<file path="config.mk">
export PLATFORM = sky130hd
export DESIGN_NAME = tt_sweep_ctrl
export DESIGN_NICKNAME = d
export VERILOG_FILES = /design/src/rtl/tt_sweep_pkg.sv /design/src/rtl/tt_settle_timer.sv /design/src/rtl/tt_sweep_ctrl.sv
export SDC_FILE = /design/constraint.sdc
export NUM_CORES = 1
export LEC_CHECK = 0
export ABC_AREA = 1
export CORE_UTILIZATION = 38
export CTS_CLUSTER_SIZE = 12
export DETAILED_ROUTE_END_ITERATION = 10
export GPL_ROUTABILITY_DRIVEN = 0
export SYNTH_ARGS = -nofsm -noshare
export SYNTH_HDL_FRONTEND = slang
export SYNTH_HIERARCHICAL = 1
export SYNTH_SLANG_ARGS = --single-unit
</file>
<file path="constraint.sdc">
create_clock -name clk -period 4.8 [get_ports clk]
set_input_delay 1.44 -clock clk [delete_from_list [all_inputs] [get_ports clk]]
set_output_delay 1.44 -clock clk [all_outputs]
set_load 0.02 [all_outputs]
</file>
<file path="src/rtl/tt_sweep_pkg.sv">
// tt_sweep_pkg
// Shared types and constants for the truth-table sweep controller.
//   sweep_state_t : controller FSM states
//   N_IN_DEF      : default number of function inputs
//   SETTLE_DEF    : default settle cycles per vector
//   tt_w(n)       : truth-table width (2^n) for an n-input function
package tt_sweep_pkg;

    localparam int N_IN_DEF   = 4;
    localparam int SETTLE_DEF = 2;

    typedef enum logic [1:0] {
        IDLE,
        SETTLE,
        SAMPLE,
        DONE
    } sweep_state_t;

    function automatic int tt_w(input int n);
        return 1 << n;
    endfunction

endpackage

</file>
<file path="src/rtl/tt_settle_timer.sv">
// tt_settle_timer
// Counts the cycles a vector has been held on the function under test.
// Ports:
//   clk     in  : system clock, rising edge
//   rst     in  : synchronous active-high reset
//   clear   in  : restart the count at zero (new vector)
//   en      in  : count this cycle
//   expired out : count has reached SETTLE_CYC-1
module tt_settle_timer
    import tt_sweep_pkg::*;
#(
    parameter int SETTLE_CYC = SETTLE_DEF
) (
    input  logic clk,
    input  logic rst,
    input  logic clear,
    input  logic en,
    output logic expired
);

    localparam int CW = (SETTLE_CYC > 1) ? $clog2(SETTLE_CYC) : 1;
    localparam logic [CW-1:0] LAST_CNT = CW'(SETTLE_CYC - 1);

    logic [CW-1:0] cnt;

    // Saturates at the terminal count so a stalled enable never wraps.
    always_ff @(posedge clk) begin
        if (rst || clear) begin
            cnt <= '0;
        end else if (en && !expired) begin
            cnt <= cnt + 1'b1;
        end
    end

    assign expired = (cnt == LAST_CNT);

endmodule

</file>
<file path="src/rtl/tt_sweep_ctrl.sv">
// tt_sweep_ctrl
// Drives every input vector 0..LAST_VEC onto an external combinational
// function, waits SETTLE_CYC cycles per vector, captures F into a truth
// table and flags the first vector whose F differs from the expected table.
// Ports:
//   clk       in  : system clock, rising edge
//   rst       in  : synchronous active-high reset
//   start     in  : begin a sweep (accepted only when idle)
//   abort     in  : stop a sweep in progress, keep partial results
//   expect_tt in  : expected F per vector, latched on accepted start
//   f_in      in  : F from the function under test
//   abcd      out : vector applied to the function (MSB = A)
//   busy      out : sweep in progress
//   done      out : one-cycle pulse when the sweep completes
//   result_tt out : captured F, bit k = F for vector k
//   err       out : at least one mismatch this sweep
//   err_idx   out : vector index of the first mismatch
module tt_sweep_ctrl
    import tt_sweep_pkg::*;
#(
    parameter int N_IN       = N_IN_DEF,
    parameter int LAST_VEC   = 15,
    parameter int SETTLE_CYC = SETTLE_DEF
) (
    input  logic                  clk,
    input  logic                  rst,
    input  logic                  start,
    input  logic                  abort,
    input  logic [tt_w(N_IN)-1:0] expect_tt,
    input  logic                  f_in,
    output logic [N_IN-1:0]       abcd,
    output logic                  busy,
    output logic                  done,
    output logic [tt_w(N_IN)-1:0] result_tt,
    output logic                  err,
    output logic [N_IN-1:0]       err_idx
);

    localparam int TT_W = tt_w(N_IN);
    localparam logic [N_IN-1:0] LAST_IDX = N_IN'(LAST_VEC);

    sweep_state_t    state_q, state_d;
    logic [N_IN-1:0] vec_q;
    logic [TT_W-1:0] exp_q;
    logic [TT_W-1:0] result_q;
    logic            err_q;
    logic [N_IN-1:0] err_idx_q;
    logic            busy_q;
    logic            done_q;

    logic accept, sample, advance, finish, halt;
    logic timer_expired;
    logic mismatch;

    tt_settle_timer #(
        .SETTLE_CYC(SETTLE_CYC)
    ) u_timer (
        .clk     (clk),
        .rst     (rst),
        .clear   (accept || advance),
        .en      (state_q == SETTLE),
        .expired (timer_expired)
    );

    assign mismatch = (f_in != exp_q[vec_q]);

    // Next-state and per-cycle action strobes. abort is checked first in
    // every active state so it overrides sampling and completion.
    always_comb begin
        state_d = state_q;
        accept  = 1'b0;
        sample  = 1'b0;
        advance = 1'b0;
        finish  = 1'b0;
        halt    = 1'b0;
        case (state_q)
            IDLE: begin
                if (start) begin
                    accept  = 1'b1;
                    state_d = SETTLE;
                end
            end
            SETTLE: begin
                if (abort) begin
                    halt    = 1'b1;
                    state_d = IDLE;
                end else if (timer_expired) begin
                    state_d = SAMPLE;
                end
            end
            SAMPLE: begin
                if (abort) begin
                    halt    = 1'b1;
                    state_d = IDLE;
                end else begin
                    sample = 1'b1;
                    if (vec_q == LAST_IDX) begin
                        finish  = 1'b1;
                        state_d = DONE;
                    end else begin
                        advance = 1'b1;
                        state_d = SETTLE;
                    end
                end
            end
            DONE: begin
                halt    = 1'b1;
                state_d = IDLE;
            end
            default: begin
                state_d = IDLE;
            end
        endcase
    end

    // State and datapath registers. The vector counter doubles as the abcd
    // output register, so abcd changes on the edge that enters SETTLE and
    // keeps the last vector while idle.
    always_ff @(posedge clk) begin
        if (rst) begin
            state_q   <= IDLE;
            vec_q     <= '0;
            exp_q     <= '0;
            result_q  <= '0;
            err_q     <= 1'b0;
            err_idx_q <= '0;
            busy_q    <= 1'b0;
            done_q    <= 1'b0;
        end else begin
            state_q <= state_d;
            done_q  <= finish;
            if (accept) begin
                exp_q     <= expect_tt;
                result_q  <= '0;
                err_q     <= 1'b0;
                err_idx_q <= '0;
                vec_q     <= '0;
                busy_q    <= 1'b1;
            end
            if (sample) begin
                result_q[vec_q] <= f_in;
                if (mismatch && !err_q) begin
                    err_q     <= 1'b1;
                    err_idx_q <= vec_q;
                end
            end
            if (advance) begin
                vec_q <= vec_q + 1'b1;
            end
            if (halt) begin
                busy_q <= 1'b0;
            end
        end
    end

    assign abcd      = vec_q;
    assign busy      = busy_q;
    assign done      = done_q;
    assign result_tt = result_q;
    assign err       = err_q;
    assign err_idx   = err_idx_q;

endmodule

</file>
# ---- Word-level counts from Yosys, hierarchy flattened
# Index checks and enable logic that the tools add are counted.
dict set report word_totals {
  register_bits 46
  latch_bits 0
  ramBits 0
  rom_bits 0
  input_bits 21
  output_inout_bits 27
  elab_cells 66
  mem_count 0
}
dict set report classes {
  n_addsub 2
  mul 0
  div_mod_pow 0
  n_lt_le_gt_ge 2
  eq_ne 7
  n_shift 0
  mux 32
  bitwise_logic 1
  reduce_logical 13
}
# op count
set op_table {}
lappend op_table {{$mux 16} 3}
lappend op_table {{$mux 4} 5}
lappend op_table {{$bwmux 16} 1}
lappend op_table {{$mux 1} 14}
lappend op_table {{$mux 2} 5}
lappend op_table {{$pmux 2 s4} 1}
lappend op_table {{$lt 4x5->1 const B} 1}
lappend op_table {{$add 4x1->4 const B} 1}
lappend op_table {{$bmux 1 s4} 1}
lappend op_table {{$demux 1 s4} 1}
lappend op_table {{$eq 2x2->1 const B} 2}
lappend op_table {{$eq 4x4->1 const B} 1}
lappend op_table {{$ge 4x1->1 const B} 1}
lappend op_table {{$reduce_or 2->1} 2}
lappend op_table {{$logic_and 1x1->1} 3}
lappend op_table {{$ne 3x3->1 const B} 1}
lappend op_table {{$reduce_or 3->1} 1}
lappend op_table {{$eq 2x1->1 const B} 1}
lappend op_table {{$logic_not 1->1} 2}
lappend op_table {{$logic_not 2->1} 1}
lappend op_table {{$logic_or 1x1->1} 2}
lappend op_table {{$ne 2x2->1 const B} 1}
lappend op_table {{$pmux 1 s2} 1}
lappend op_table {{$reduce_and 2->1} 1}
lappend op_table {{4 further kinds} 4}

# ---- Longest topological paths before layout
# Gate-level depths: netlist (run 1).
dict set report logic_depth {
  ltp_word 6
  mapped_depth 13
  ltp_nobuf 12
}

# ---- By module
# Netlist (run 1), hierarchy kept.
# module instances cells_per_inst area_per_inst_um2 seq_area_each_um2
set modules_own_cells {}
lappend modules_own_cells {tt_sweep_ctrl 1 275 2172.1 900.9}
lappend modules_own_cells {tt_settle_timer 1 6 38.8 20.0}

# ---- Worst setup path after synthesis (run 1)
# Ideal clock, no wire load.
dict set report synth_timing {
  path_kind {in2reg}
  startpoint {input port start}
  endpoint {register exp_q[0]}
  setup_time_ns 0.128
  arrival_ns 2.257
  t_required_ns 4.672
  setup_slack_ns 2.415
  stages 4
  path_buffers 2
  cell_sequence {nand2_1 clkbuf_1 buf_1 a21oi_1}
}
dict set report synth_between {
  elab_chain_cells 2
}
# item line_no
set synth_rtl {}
lappend synth_rtl {{start: declaration} tt_sweep_ctrl.sv:27} ;# input logic start,
lappend synth_rtl {{$mux 1} tt_sweep_ctrl.sv:78} ;# if (start) begin
lappend synth_rtl {{$mux 1} tt_sweep_ctrl.sv:76} ;# case (state_q)
lappend synth_rtl {{end signal: assignment} tt_sweep_ctrl.sv:133} ;# exp_q <= expect_tt;
lappend synth_rtl {{end: declaration} tt_sweep_ctrl.sv:44} ;# logic [TT_W-1:0] exp_q;
# Every way passes these cells.
# A chain may end at the register's enable or synchronous reset.

# ---- Worst setup path after layout (run 1)
dict set report layout_timing {
  startpoint {register vec_q[0], in the netlist abcd[0]}
  endpoint {output port abcd[0]}
}
# item line_no
set layout_rtl {}
lappend layout_rtl {{start: declaration} tt_sweep_ctrl.sv:43} ;# logic [N_IN-1:0] vec_q;
lappend layout_rtl {{start signal: assignment} tt_sweep_ctrl.sv:148} ;# vec_q <= vec_q + 1'b1;
lappend layout_rtl {{end: declaration} tt_sweep_ctrl.sv:31} ;# output logic [N_IN-1:0] abcd,
# No word-level cell between the ends.

==> impl_metrics.csv, run 1 <==
group,metric,value,unit
sta,slew_headroom,0.339,
clocking,cts_tree,"yes",
sta,period_needed,3140,ps
synthesis,netlist-cell-type-count,31,
synthesis,synthFlopType,"dfxtp_1",
global_routing,grt_pass1_wl,8460,um
power_and_ir_drop,cellLeakagePower,1.14,nW
synthesis,synth_top_family_by_area,"compound AO/OA/AOI/OAI gates",
outcome,outcome,"finished, final reports clean",
sta,tns,0,ps
worst_setup_path,cp.arrival,1700,ps
synthesis,yosysWarnings,6,
worst_hold_path,hp-class,"register to register",
worst_setup_path,r2r_end,"exp_q[13]$_SDFFE_PP0P_",
worst_setup_path,crit_path_cell_trace,"clkdlybuf4s50_1",
sta,fmax,0.318,GHz
floorplan,design.portCount,48,
drt,drt_iter0_markers,107,
global_routing,grt_max_degree,33,
worst_setup_path,timing.critical_path.max_delay_family,"buffers and inverters",
global_routing,grt_overflow_total,0,
worst_setup_path,worst-endpoint-required,3360,ps
worst_setup_path,slowest_stage,"clkdlybuf4s50_1",
drt,wire_per_inst,12.4,um
global_routing,grt_antenna_before_repair,0,
layout,utilization,0.511,
sta,hold_ws,459,ps
floorplan,die_h,78.3,um
drt,final_antenna_net_count,0,
sta,setup_violations,0,
synthesis,ys_top_cells_by_count,"51 x nand2_1, 46 x dfxtp_1, 35 x inv_1, 25 x a21oi_1, 18 x o21ai_0",
worst_setup_path,worst_setup_path_start_kind,"register",
worst_hold_path,min_path_cells,2,
synthesis,syn_avg_cell_area,7.87,um2
worst_setup_path,critPathBufInv,1,
power_and_ir_drop,power_density,286,nW/um2
synthesis,ys_top_cells_by_area,"dfxtp_1 42%, nand2_1 8.7%, a311oi_1 5.9%",
synthesis,syn_inst,281,
worst_setup_path,path_class,"register to primary output",
synthesis,synthSimpleGateAreaFrac,0.201,
layout,drive_gt1_frac,0.0985,
sta,worst_slew_pin_slew,989,ps
synthesis,synth.area.mux_share,0,
place,io_buffers,47,
sta,final-hold-violation-count,0,
synthesis,synth-edff-count,0,
sta,clock_skew,9.70,ps
worst_setup_path,rr_worst_depth,6,
sta,drv_slew,0,
worst_hold_path,min_from,"exp_q[14]$_SDFFE_PP0P_",
power_and_ir_drop,ir_drop,0.127,mV
drt,viasPerCell,4.95,
clocking,htreeDepth,2,
synthesis,syn-cell-area,2210,um2
worst_setup_path,max_stage_delay,710,ps
drt,finalWirelength,4910,um
layout,diodes,0,
synthesis,synth_fp_nets,311,
floorplan,die_area,6130,um2
synthesis,synth-seq-cells,46,
drt,drc,0,
global_routing,grt_use_total,0.174,
drt,vias,1967,
clocking,postCtsSetupRepairBufs,0,
synthesis,yosysMostFrequentCell,"nand2_1",
floorplan,core_region_area,5540,um2
worst_setup_path,cp-end-kind,"primary output",
layout,synthToLayoutAreaGrowth,28.1,%
clocking,hold_buffers,0,
clocking,path_clk_slew,90,ps
floorplan,start_util,0.399,
layout,nNetsFinal,354,
place,hpwl,3390,um
worst_setup_path,crit_path_max_fanout,14,
clocking,cts_resized,0,
synthesis,synthAdderAreaFrac,0.0509,
job,maxCapViolCount,0,
floorplan,rows,27,
clocking,worstSkewPairLatency,300,ps
drt,drt-pass1-iter-count,4,
synthesis,synth_xor_area_frac,0,
floorplan,die_w,78.3,um
layout,final.fill_count,578,
sta,rsz0062_at_grt,"no",
sta,fin_crit_sh,0.655,
clocking,clock_path_buffers,2,
clocking,cts_root_buffer,"clkbuf_8",
synthesis,synth_compound_area_frac,0.229,
clocking,cts_buffers,5,
synthesis,synthArstFlopShare,0,
synthesis,yosysTopAreaCellShare,0.417,
global_routing,first_global_vias,1807,
clocking,clkSinkCount,46,
worst_setup_path,reg2reg_from,"state_q[0]$_SDFFE_PP0P_",
worst_hold_path,min_delay_worst_endpoint,"exp_q[14]$_SDFFE_PP0P_",
worst_setup_path,r2r_setup_slack,2640,ps
synthesis,seq_area_frac_synth,0.417,
synthesis,yosys.area.top_type,"dfxtp_1",
==> through the flow <==
| step | power, W | instance area, um2 | instances | setup slack, ps |
|---|---|---|---|---|
| floorplan | 0.000492 | 2210 | 281 | 2410 |
| global placement | 0.000528 | 2720 | 389 | 1500 |
| detailed placement | 0.000530 | 2720 | 389 | 1420 |
| CTS | 0.000818 | 2830 | 397 | 1640 |
| global route | 0.000850 | 2830 | 397 | 1520 |
| finish | 0.000809 | 2830 | 397 | 1660 |
==> area by class of cell <==
type                    count  area (um2)  area share
multi-input cells         179        1060       0.376
repair buffers             49         485       0.171
flip-flops and latches     46         921       0.325
clock buffers               6        72.6      0.0256
clock inverters             2        37.5      0.0133
inverters                  43         161      0.0570
well taps                  72        90.1      0.0318
==> worst max path at each step <==
stage                                              end  depth (start not counted)            startpoint  slack [ps]
after floorplan                  exp_q[0]$_SDFFE_PP0P_                          4                 start        2410
after global placement           err_idx[3]$_SDFF_PP0_                          7                 start        1500
after detailed placement         exp_q[2]$_SDFFE_PP0P_                          5                 start        1420
after CTS                                      abcd[0]                          1  abcd[0]$_SDFFE_PP0P_        1640
after global routing      u_timer/expired$_SDFFE_PP0P_                          8                 start        1520
final                                          abcd[0]                          1  abcd[0]$_SDFFE_PP0P_        1660
==> cells by family after synthesis <==
kind of cell    count (synthesis)
compound gates                 79
fa+ha+maj                       9
buf+inv                        56
flops                          46
simple gates                   91
==> layout by cell type, fill, tap and decap left out <==
cell              n
a211oi_1          1
ha_1              9
nor2_4            2
nand2_1          51
o21ai_0          18
o22ai_1           1
nor2_8            1
nor2_1           12
buf_4             2
a22oi_1          15
clkbuf_1          1
nor3_1            1
nand2_2           4
o21ai_1           1
o221a_2           1
inv_1            35
clkinv_1          1
clkinvlp_4        1
dfxtp_1          46
a21oi_1          25
a311oi_1         15
nor2_2            2
or2_2             1
nand2_4           3
a221oi_1          1
nand3_4           1
inv_2             7
nand3_1          13
bufinv_16         1
clkbuf_8          5
o21ai_2           1
clkdlybuf4s50_1  47
==> state kept, by name (all words and copies together), names as in the netlist <==
register,cells
exp_q,16
err_idx,4
state_q,2
u_timer/expired,1
abcd,4
busy,1
result_tt,16
done,1
err,1
==> power breakdown <==
group / leakage (nW) / internal (W) / switching [W]
sequential: 0.375 / 0.000401 / 0.00000696
combinational: 0.719 / 0.0000449 / 0.0000672
clock: 0.0514 / 0.000155 / 0.000134
total: 1.14 / 0.000601 / 0.000208
==> layer usage <==
metal | track usage | vias to the layer above | wire length [um] | part of all wire
li1 | - | 1026 | - | -
met1 | 0.239 | 900 | 2460 | 0.50
met2 | 0.275 | 36 | 2200 | 0.45
met3 | 0.0349 | 5 | 205 | 0.042
met4 | 0.0500 | 0 | 49 | 0.010
met5 | 0 | - | 0 | 0
(Power assumes the default switching activity.)
==> run 2: changes to the inputs <==
Clock period 4.8 ns to 3.1 ns, I/O delays scaled along.
==> impl_metrics.csv, run 2 (synthesis gave the netlist of run 1 again) <==
group,metric,value,unit
layout,final_cell_mix,"51 x nand2_1, 47 x clkdlybuf4s50_1, 46 x dfxtp_1",
place,hpwl,3480,um
worst_setup_path,critPathBufInv,1,
worst_setup_path,crit_path_cell_trace,"clkdlybuf4s50_1",
floorplan,rows,27,
floorplan,die_h,78.3,um
global_routing,grt_pass1_wl,8740,um
sta,drv_slew,0,
layout,drive_gt1_frac,0.107,
drt,drt_iter0_markers,117,
sta,setup_violations,0,
clocking,clkSinkCount,46,
clocking,htreeDepth,2,
layout,diodes,0,
sta,slew_headroom,0.578,
worst_hold_path,hp-class,"register to register",
drt,wire_per_inst,12.8,um
clocking,path_clk_slew,80,ps
sta,fin_crit_sh,0.813,
floorplan,die_w,78.3,um
drt,final_antenna_net_count,0,
sta,rsz0062_at_grt,"no",
sta,worst_slew_pin_slew,632,ps
sta,clock_skew,5.72,ps
power_and_ir_drop,ir_drop,0.182,mV
worst_setup_path,worst_setup_path_start_kind,"register",
drt,drc,0,
drt,finalWirelength,5120,um
sta,period_needed,2520,ps
worst_setup_path,crit_path_max_fanout,8,
layout,utilization,0.512,
floorplan,start_util,0.399,
global_routing,grt_use_total,0.179,
worst_setup_path,cp-end-kind,"primary output",
worst_setup_path,timing.critical_path.max_delay_family,"buffers and inverters",
place,io_buffers,47,
global_routing,first_global_vias,1860,
worst_setup_path,path_class,"register to primary output",
power_and_ir_drop,cellLeakagePower,1.16,nW
clocking,hold_buffers,0,
clocking,cts_tree,"yes",
power_and_ir_drop,power_density,413,nW/um2
worst_setup_path,cp.arrival,1590,ps
worst_setup_path,worst-endpoint-required,2170,ps
clocking,worstSkewPairLatency,290,ps
sta,fmax,0.397,GHz
clocking,clock_path_buffers,2,
drt,vias,1988,
clocking,postCtsSetupRepairBufs,0,
outcome,outcome,"finished, final reports clean",
layout,final.fill_count,562,
floorplan,design.portCount,48,
drt,drt-pass1-iter-count,4,
layout,nNetsFinal,358,
sta,final-hold-violation-count,0,
layout,final_common_cell,"nand2_1",
sta,tns,0,ps
global_routing,grt_max_degree,30,
clocking,cts_root_buffer,"clkbuf_8",
layout,synthToLayoutAreaGrowth,28.2,%
global_routing,grt_overflow_total,0,
worst_setup_path,slowest_stage,"clkdlybuf4s50_1",
job,maxCapViolCount,0,
clocking,cts_buffers,5,
floorplan,core_region_area,5540,um2
drt,viasPerCell,4.98,
worst_setup_path,max_stage_delay,700,ps
floorplan,die_area,6130,um2
global_routing,grt_antenna_before_repair,0,
clocking,cts_resized,0,
-- run 2: cell types whose count changed in the layout (fill, tap and decap cells not counted), sizes merged --
cell and delta:
bufinv -1, clkinvlp -1, buf +4
-- run 2: metrics by stage --
stage	hold slack [ps]	total power, W	instance area (um2)	cells	setup WS, ps
after floorplan	429	0.000762	2210	281	1220
after global placement	442	0.000822	2750	393	744
after detailed placement	447	0.000823	2750	393	735
after CTS	458	0.00118	2830	399	563
after global routing	478	0.00124	2830	399	503
final	455	0.00117	2830	399	579
-- run 2: path summary, 6_finish.rpt --
path,start,depth (start not counted),slack [ps],end
hold reg to reg,exp_q[8]$_SDFFE_PP0P_,2,460,exp_q[8]$_SDFFE_PP0P_
setup / recovery,abcd[3]$_SDFFE_PP0P_,1,580,abcd[3]
hold / removal,exp_q[8]$_SDFFE_PP0P_,2,460,exp_q[8]$_SDFFE_PP0P_
setup reg to reg,abcd[0]$_SDFFE_PP0P_,13,1450,err_idx[2]$_SDFF_PP0_
-- run 2: worst min-delay path, cell delays in order (launching register included) --
cell and delay (ps):
dfxtp_1 310, inv_1 60, a21oi_1 50
-- run 2: cell type report --
class                      instances  area, um2  area share
multi-input combinational        179       1060       0.375
sequential                        46        921       0.325
timing repair buffer              53        515       0.182
inverter                          43        161      0.0570
tap                               72       90.1      0.0318
clock buffer                       6       82.6      0.0291
-- run 2: layer usage --
layer,GRT usage,vias to the layer above,routed length [um]
met5,0,-,0
met4,0.0648,0,55
met3,0.0337,5,181
met2,0.282,37,2350
met1,0.243,910,2540
li1,-,1036,-
-- run 2: where the power goes --
part	switching [W]	leakage [nW]	internal [W]
clock	0.000188	0.0431	0.000172
combinational	0.000107	0.739	0.0000724
sequential	0.00000930	0.375	0.000620
total	0.000305	1.16	0.000865
==> patch 1, RTL diff (flow settings as in run 2) <==
Reset style: asynchronous (`rst`), changed in one clocked block. Comments in the files are not updated.
--- a/src/rtl/tt_sweep_ctrl.sv
+++ b/src/rtl/tt_sweep_ctrl.sv
@@ -116,7 +116,7 @@
     // State and datapath registers. The vector counter doubles as the abcd
     // output register, so abcd changes on the edge that enters SETTLE and
     // keeps the last vector while idle.
-    always_ff @(posedge clk) begin
+    always_ff @(posedge clk or posedge rst) begin
         if (rst) begin
             state_q   <= IDLE;
             vec_q     <= '0;
Check against the original RTL: differs if rst is asserted again (counterexample within 4 cycles, from zero or initial values and one cycle with rst high); with rst held inactive, the same outputs for 10 cycles.
==> patch 1 against run 2 <==
- area after synthesis grew 4.2%
- sequential cell count stayed put
- die area rose by 4.1%
- worst setup slack better by 0.10 ns
- via count decreased by 4.7%
- first-iteration DRC count fell by 54%
- global-route usage decreased by 0.93 points
- routed wire length decreased by 6.2%
- clock skew grew 0.00077 ns
- final area grew 3.5%
- critical endpoint is now abcd[2]
Power is not compared: it rests on default switching activity, and its combinational part moved more than twofold at a synthesized area within 25%.
==> patch 1: results <==
setup_path:
  crit_fanout: 9
  r2r_cells: 11
  arrival_ns: 1.49
  cp_slowest_stage_delay_ns: 0.67
sta:
  fin_crit_sh_pct: 78.0
  tightest_slew_ns: 0.550
route:
  wirelength_um: 4800
  viasPerCell: 4.67
yosys:
  synth.distinct_cells: 25
  ys_async_sr_fraction_pct: 97.8
  yosys-top-cells-area: "dfrtp_1 (49%), nand2_1 (11%), a21oi_1 (5.0%)"
  synthAdderAreaFrac_pct: 4.89
  seq_area_frac_synth_pct: 49.8
  synth_nets: 313
  synth_common_cells: "nand2_1 (65), dfrtp_1 (45), inv_1 (30), nor2_1 (24), a21oi_1 (23)"
  synth-compound-area-share_pct: 12.0
finish:
  layout-drive-gt1-share_pct: 11.1
  multi_input_cells: 187
  nonClkBufAreaFrac_pct: 17.1
  inv_count: 42
  fill_cells: 563
  nNetsFinal: 363
  sh_seq_area_pct: 39.1
  clkCellAreaFrac_pct: 3.11
outcome:
  status: "complete, no violations"
grt:
  grt_pass1_wl_um: 8470
  grt_pass1_vias: 1861
place:
  dp.final_hpwl_um: 3440
  place_ws_ns: 0.671
  place_area_um2: 2840
[patch 1: cell types whose count changed in the layout (fill, tap and decap cells not counted), sizes merged, moves of 2 or more]
cell | before | now
nand3 | 14 | 22
buf | 6 | 4
a311oi | 15 | 0
dfrtp | 0 | 45
a21oi | 25 | 23
nand2 | 58 | 74
o21ai | 20 | 27
nor2 | 17 | 26
o22ai | 1 | 3
dfxtp | 46 | 1
a22oi | 15 | 1
[patch 1: worst paths after layout]
check | from | to
min in group asynchronous | rst | abcd[3]
max in group asynchronous | rst | state_q[0]
worst min register to register | u_timer/expired | u_timer/expired
worst max register to register | abcd[0] | err_idx[0]
worst min-delay path | u_timer/expired | u_timer/expired
worst max-delay path | abcd[2] | abcd[2]
[patch 1: metal layers]
| layer | up-vias | wire length, um | track usage (%) |
|---|---|---|---|
| met1 | 874 | 2330 | 22.2 |
| met5 | - | 0 | 0 |
| li1 | 987 | - | - |
| met2 | 28 | 2240 | 27.7 |
| met4 | 0 | 68 | 5.54 |
| met3 | 6 | 165 | 3.89 |
==> patch 2, RTL diff (config.mk and constraints of run 2) <==
Without the edit above. Set the package constant `SETTLE_DEF` to 4 (it was 2).
--- a/src/rtl/tt_sweep_pkg.sv
+++ b/src/rtl/tt_sweep_pkg.sv
@@ -7,7 +7,7 @@
 package tt_sweep_pkg;
 
     localparam int N_IN_DEF   = 4;
-    localparam int SETTLE_DEF = 2;
+    localparam int SETTLE_DEF = 4;
 
     typedef enum logic [1:0] {
         IDLE,
Behaviour: not the same (Yosys sat finds a counterexample within 10 cycles, from zero or initial values and one cycle with rst high).
==> patch 2 against run 2 <==
- area after synthesis up 3.1%
- power is 17% higher
- clock power rose by 49%
- final area rose by 4.3%
- final cell count rose by 3.0%
- worst setup slack worse by 0.028 ns
- routed wire length grew 2.7%
- sequential cell count increased by 1
- largest power group unchanged
- highest routed layer unchanged
==> patch 2: results <==
place:
  dp.final_hpwl_um: 3700
sta:
  slew_headroom_pct: 59.0
  fin_skew_ns: 0.0109
setup_path:
  crit_fanout: 8
  cp_top_family: "buffers and inverters"
  arrival_ns: 1.62
route:
  num_vias: 2031
  wirelength_um: 5260
  drt-pass1-iter-count: 4
  drtIter0Drc: 115
finish:
  layout-drive-gt1-share_pct: 10.9
  nNetsFinal: 369
  fill_cells: 563
yosys:
  synth.distinct_cells: 31
  ys_async_sr_fraction_pct: 0
  seq_area_frac_synth_pct: 41.3
  synth_common_cells: "nand2_1 (52), dfxtp_1 (47), inv_1 (37), a21oi_1 (25), o21ai_0 (18)"
  synth_nets: 322
  yosys-top-cells-area: "dfxtp_1 (41%), nand2_1 (8.6%), inv_1 (6.1%)"
outcome:
  status: "complete, no violations"
grt:
  grt_pass1_vias: 1830
  antenna_found_initial: 0
  grt_usage_pct: 18.3
  grt_pass1_wl_um: 8940
  grt_max_degree: 30
clock_network:
  cts.repair.resized: 0
  root_buffer: "clkbuf_8"
  clock_latency_ns: 0.31
  cts_made_buffers: 5
  htree_levels: 2
power_and_ir_drop:
  peakVddDrop_mv: 0.241
  p_leak_uw: 0.00121
patch 2: cell count changes after synthesis, sizes merged:
cell / run 2 / this run
dfxtp: 46 / 47
inv: 42 / 43
nand2: 58 / 59
nor2: 17 / 21
nand3: 14 / 16
ha: 9 / 10
patch 2: where the power goes:
| group | switching, uW | internal [uW] | total [uW] |
|---|---|---|---|
| clock network | 217 | 322 | 538 |
| registers | 11.2 | 634 | 645 |
| logic | 113 | 76.0 | 189 |
patch 2: final cells by class:
class,instances,area share [%]
multi-input cells,187,37.5
clock buffers,5,2.33
flip-flops and latches,47,31.8
repair buffers,53,17.4
well taps,72,3.05
clock inverters,3,2.29
inverters,44,5.59
patch 2: worst min-delay path: stages (launching register included):
cell and delay [ns]:
dfxtp_1 0.31, inv_1 0.06, a21oi_1 0.05
patch 2: per-stage QoR:
step	setup slack, ns	instances	util (%)	cell area [um2]
after floorplan	1.22	291	-	2280
after global placement	0.734	403	50.0	2820
after detailed placement	0.648	403	50.0	2820
after CTS	0.551	411	52.4	2960
after global routing	0.463	411	52.4	2960
final	0.552	411	52.4	2960
patch 2: per-layer routing:
metal,vias to the layer above,GRT usage (%),part of all wire [%]
met1,915,25.2,50
li1,1068,-,-
met5,-,0,0
met2,41,28.1,45
met4,0,6.91,1.4
met3,7,3.66,4.1
patch 2: logic make-up after synthesis:
family                     after synthesis  synth area share, %
and+or+nand+nor                         98                 20.9
AOI/OAI and AO/OA                       79                 22.2
buffers and inverters                   57                 10.1
DFF                                     47                 41.3
adders and majority gates               10                 5.49
patch 2: final timing paths:
kind | startpoint | slack [ns] | cells after the start | endpoint
max reg2reg | abcd[0] | 1.39 | 13 | err_idx[2]
min reg2reg | exp_q[6] | 0.46 | 2 | exp_q[6]
max | abcd[3] | 0.55 | 1 | abcd[3]
min | exp_q[6] | 0.46 | 2 | exp_q[6]
